===== src/rtl/mux_pkg.sv =====
// Shared defaults and source-enable strobe encodings for the mux block.
package mux_pkg;

  localparam int unsigned WIDTH_DEF = 4;
  localparam int unsigned CNT_W_DEF = 8;

  // Active-low strobes: the cleared bit marks the selected source.
  typedef enum logic [1:0] {
    AN_SEL_P = 2'b01,
    AN_SEL_I = 2'b10,
    AN_OFF   = 2'b11
  } an_e;

endpackage


===== src/rtl/mux_sel_edge_det.sv =====
// Edge detector for the select line: delayed copy, registered any-edge pulse
// and a combinational rising-edge strobe for the period counter.
module sel_edge_det (
  input  logic clk,
  input  logic rst_n,
  input  logic sel,
  output logic sel_edge,
  output logic rise
);

  logic sel_d;

  always_ff @(posedge clk or negedge rst_n) begin
    if (!rst_n) begin
      sel_d    <= 1'b0;
      sel_edge <= 1'b0;
    end else begin
      sel_d    <= sel;
      sel_edge <= sel ^ sel_d;
    end
  end

  // sel_d resets low, so a select held high through reset counts as a rise.
  assign rise = sel & ~sel_d;

endmodule


===== src/rtl/mux.sv =====
// Two-source mux with registered copy, active-low source strobes and
// select-line transition tracking.
module mux
  import mux_pkg::*;
#(
  parameter int unsigned WIDTH = WIDTH_DEF,
  parameter int unsigned CNT_W = CNT_W_DEF
) (
  input  logic             clk,
  input  logic             rst_n,
  input  logic             clk_out,
  input  logic [WIDTH-1:0] i,
  input  logic [WIDTH-1:0] p,
  output logic [WIDTH-1:0] w,
  output logic [WIDTH-1:0] w_q,
  output logic [1:0]       an,
  output logic             sel_edge,
  output logic [CNT_W-1:0] phase_cnt
);

  an_e  an_q;
  logic rise;

  assign w  = clk_out ? p : i;
  assign an = an_q;

  sel_edge_det u_sel_edge_det (
    .clk      (clk),
    .rst_n    (rst_n),
    .sel      (clk_out),
    .sel_edge (sel_edge),
    .rise     (rise)
  );

  always_ff @(posedge clk or negedge rst_n) begin
    if (!rst_n) begin
      w_q       <= '0;
      an_q      <= AN_OFF;
      phase_cnt <= '0;
    end else begin
      w_q  <= w;
      an_q <= clk_out ? AN_SEL_P : AN_SEL_I;
      if (rise) begin
        phase_cnt <= phase_cnt + CNT_W'(1);
      end
    end
  end

endmodule


===== config.mk =====
export PLATFORM = sky130hd
export DESIGN_NAME = mux
export DESIGN_NICKNAME = d
export VERILOG_FILES = /design/src/rtl/mux_pkg.sv /design/src/rtl/mux_sel_edge_det.sv /design/src/rtl/mux.sv
export SDC_FILE = /design/constraint.sdc
export NUM_CORES = 1
export LEC_CHECK = 0
export BUFFER_PORTS_ARGS = -buffer_cell sky130_fd_sc_hd__buf_2
export CAP_MARGIN = 10
export CORE_MARGIN = 2
export CORE_UTILIZATION = 40
export CTS_CLUSTER_SIZE = 30
export DETAILED_ROUTE_END_ITERATION = 12
export GPL_ROUTABILITY_DRIVEN = 0
export GPL_TIMING_DRIVEN = 1
export PLACE_DENSITY = 0.71
export SLEW_MARGIN = 10
export SYNTH_ARGS = -nofsm -noshare
export SYNTH_HDL_FRONTEND = slang
export SYNTH_SLANG_ARGS = --single-unit

===== constraint.sdc =====
create_clock -name clk -period 3.4 [get_ports clk]
set_input_delay 0.85 -clock clk [delete_from_list [all_inputs] [get_ports clk]]
set_output_delay 0.85 -clock clk [all_outputs]
set_load 0.005 [all_outputs]

After elaboration in Yosys (flattened, before gate mapping)
Cells that the tools add are included.
- add/subtract/negate cells: 1
- muxes and demuxes: 2
- bitwise gates (word level): 3
- operators by type and width (cell ; count):
    $add A8 B1 Y8 const B ; 1
    $mux W4 ; 1
    $mux W2 ; 1
    $and A1 B1 Y1 ; 1
    $not A1 Y1 ; 1
    $xor A1 B1 Y1 ; 1
- bits in registers: 16
- input port bits: 11
- output and inout port bits: 19
- logic and storage cells: 11

Depth between registers and ports, before layout
- word-level depth: 2
- mapped depth: 5
- mapped depth without buffers: 5

By module
Synthesis repeated with hierarchy kept, for this count alone.
- cells, all modules: 42
- area total of the unflattened synthesis: 609.3 um2
- modules (own cells, without submodules) (module ; instances ; cells an instance ; area an instance (um2) ; sequential area each (um2)):
    mux ; 1 ; 37 ; 539.3 ; 352.8
    sel_edge_det ; 1 ; 5 ; 70.1 ; 50.0

Least setup slack after synthesis
OpenSTA, ideal clock, no wires.
- path type: input -> output
- from: input port clk_out
- to: output port w[0]
- arrival time: 1172 ps
- data required time: 2550 ps
- path slack: 1378 ps
- cell stages on the path: 1
- buffers on the path: 0
- cell sequence: mux2_2
- longest elaborated chain between the ends: 1
- RTL lines (item ; line ; source):
    start: declaration ; mux.sv:11 ; input logic clk_out,
    $mux W4 ; mux.sv:24 ; assign w = clk_out ? p : i;
    end: declaration ; mux.sv:14 ; output logic [WIDTH-1:0] w,
No other way between the ends.

Final worst setup path
Ends and elaborated chain as after synthesis.

==> flow_metrics.tcl <==
set metrics [dict create \
    peakVddDrop_v 0.000273 \
    cts_tree "built" \
    cts_buffer_depth 2 \
    gr-total-overflow 0 \
    root_buffer "clkbuf_4" \
    synthXorXnorAreaFrac 0.101 \
    clock-skew-final_ps 1.87 \
    synth_top_area_cell "dfrtp_1" \
    critPathMaxFanout 8 \
    n_antenna_cell 0 \
    layout_setup_ws_ps 1040 \
    wirelength_um 1010 \
    hold_class "primary input to async pin" \
    initial_core_util 0.414 \
    cp_data_arrival_time_ps 1510 \
    rsz0062_at_grt "false" \
    synth_area_leaders "dfrtp_1, mux2_2, dfstp_2, xor2_1, xnor2_1" \
    maxSlewViolCount 0 \
    grt_pass1_wl_um 1660 \
    synthAdderAreaFrac 0.0411 \
    max_freq_mhz 424 \
    area_growth_pct 31.4 \
    grt_pass1_vias 428 \
    synth_nets 55 \
    rows 14 \
    fin_nets 89 \
    netlist.area_leader.share 0.575 \
    die_w_um 43.0 \
    syn-mean-instance-area_um2 14.5 \
    post-route-period-util 0.694 \
    power_leakage_uw 0.000431 \
    die_h_um 43.0 \
    dp_slack_ps 1020 \
    pwr_density_cell_mw_per_mm2 606 \
    drtPass1Iterations 1 \
    layout-drive-gt1-share 0.547 \
    wire_per_inst_um 11.1 \
    syn_area_um2 609 \
    yosysWarnings 0 \
    via_count 424 \
    ys_seq_area_frac 0.661 \
    ctsHoldBuffers 0 \
    cap_viol_max_count 0 \
    cts_buffers 3 \
    tightest_slew_ps 347 \
    synth_top_family_by_area "XOR/XNOR gates" \
    cts_resized 0 \
    post-route-util 0.544 \
    via_per_inst 4.66 \
    cp-start-kind "primary input" \
    hold_viol_final 0 \
    dieArea_mm2 0.00185 \
    synth_mux_area_frac 0.0924 \
    crit_type "primary input to primary output" \
    grt_max_degree 17 \
    fin_setup_tns_ps 0 \
    critical_path_required_ps 2550 \
    clk_pin_slew_worst_paths_ps 90 \
    synth_cell_types 12 \
    grtUsageTotal 0.121 \
    synth_seq_cells 16 \
    io_buffers 29 \
    htree_num_levels 1 \
    cp-end-kind "primary output" \
    antenna_found_initial 0 \
    core_area_mm2 0.00147 \
    postSynthCellCount 42 \
    drt_iter0_drc 0 \
    clkSinkCount 16 \
    status "completed" \
    drc_errors 0 \
    ios 30 \
    setup-violations-final 0 \
    synthSimpleGateAreaFrac 0.0862 \
    ant_nets 0 \
    insertion_delay_ps 270 \
    min_period_ps 2360 \
    max-slew-margin-rel 0.769 \
    synth-compound-area-share 0 \
    post_cts_buffers 0 \
]
## metal layers
| metal | vias to the layer above | global-route usage | routed length (um) |
|---|---|---|---|
| met5 | - | 0 | 0 |
| met4 | 0 | 0.0545 | 0 |
| met3 | 0 | 0.0340 | 119 |
| met2 | 26 | 0.200 | 457 |
| met1 | 193 | 0.145 | 433 |
| li1 | 205 | - | - |
## stage by stage
stage	instance area [um2]	instances	total power, uW	hold slack, ps
floorplan	609	42	330	465
global placement	774	87	389	453
detailed placement	774	87	393	459
CTS	801	91	497	465
global route	801	91	523	482
finish	801	91	485	466
## cell type report
cell class	instances	area [um2]
clock buffer	4	26.3
fill	140	671
inverter	3	11.3
multi-input combinational	23	195
sequential	16	403
tap	16	20.0
timing repair buffer	29	145
## kinds of logic (layout without fill, tap and decap cells)
kind of cell / after synthesis / in the layout
xor gates and xnor gates: 7 / 7
and+or+nand+nor: 9 / 9
adders and majority gates: 2 / 2
muxes: 5 / 5
buffers and inverters: 3 / 36
DFF: 16 / 16
## where the power goes
group / leakage, uW / switching, uW / internal (uW)
Clock: 0.0000150 / 53.9 / 45.4
Sequential: 0.000193 / 45.4 / 230
Combinational: 0.000223 / 45.9 / 64.6
## layout by cell type, fill, tap and decap left out, drive strengths merged
cell / instances
xnor2: 3
nor2: 3
inv: 3
nand2: 2
nand4: 4
xor2: 4
clkbuf: 4
ha: 2
dfrtp: 14
dfstp: 2
buf: 29
mux2: 5
## cells in the mapped netlist
library cell / number
dfrtp_1: 14
nand4_1: 3
nor2_1: 2
inv_1: 3
nor2_2: 1
xnor2_1: 3
mux2_2: 5
dfstp_2: 2
nand4_2: 1
nand2_1: 2
ha_1: 2
xor2_1: 4
## worst max-delay path, cell delays in order
cell    delay (ps)
buf_2          170
mux2_2         360
buf_2          130
## worst paths after layout
check | startpoint | endpoint | slack (ps) | cells past startpoint
max | clk_out | w[0] | 1040 | 3
min | rst_n | phase_cnt[5] | 470 | 1
max reg2reg | u_sel_edge_det.sel_d | phase_cnt[5] | 2210 | 5
min reg2reg | phase_cnt[7] | phase_cnt[7] | 470 | 1
max in group asynchronous | rst_n | an[0] | 2630 | 1
min in group clk | phase_cnt[7] | phase_cnt[7] | 470 | 1
## flip-flops by register name, summed over array words and instances, names as in the netlist
name / count
u_sel_edge_det.sel_d: 1
u_sel_edge_det.sel_edge: 1
w_q: 4
phase_cnt: 8
an: 2
(Power assumes the default switching activity.)
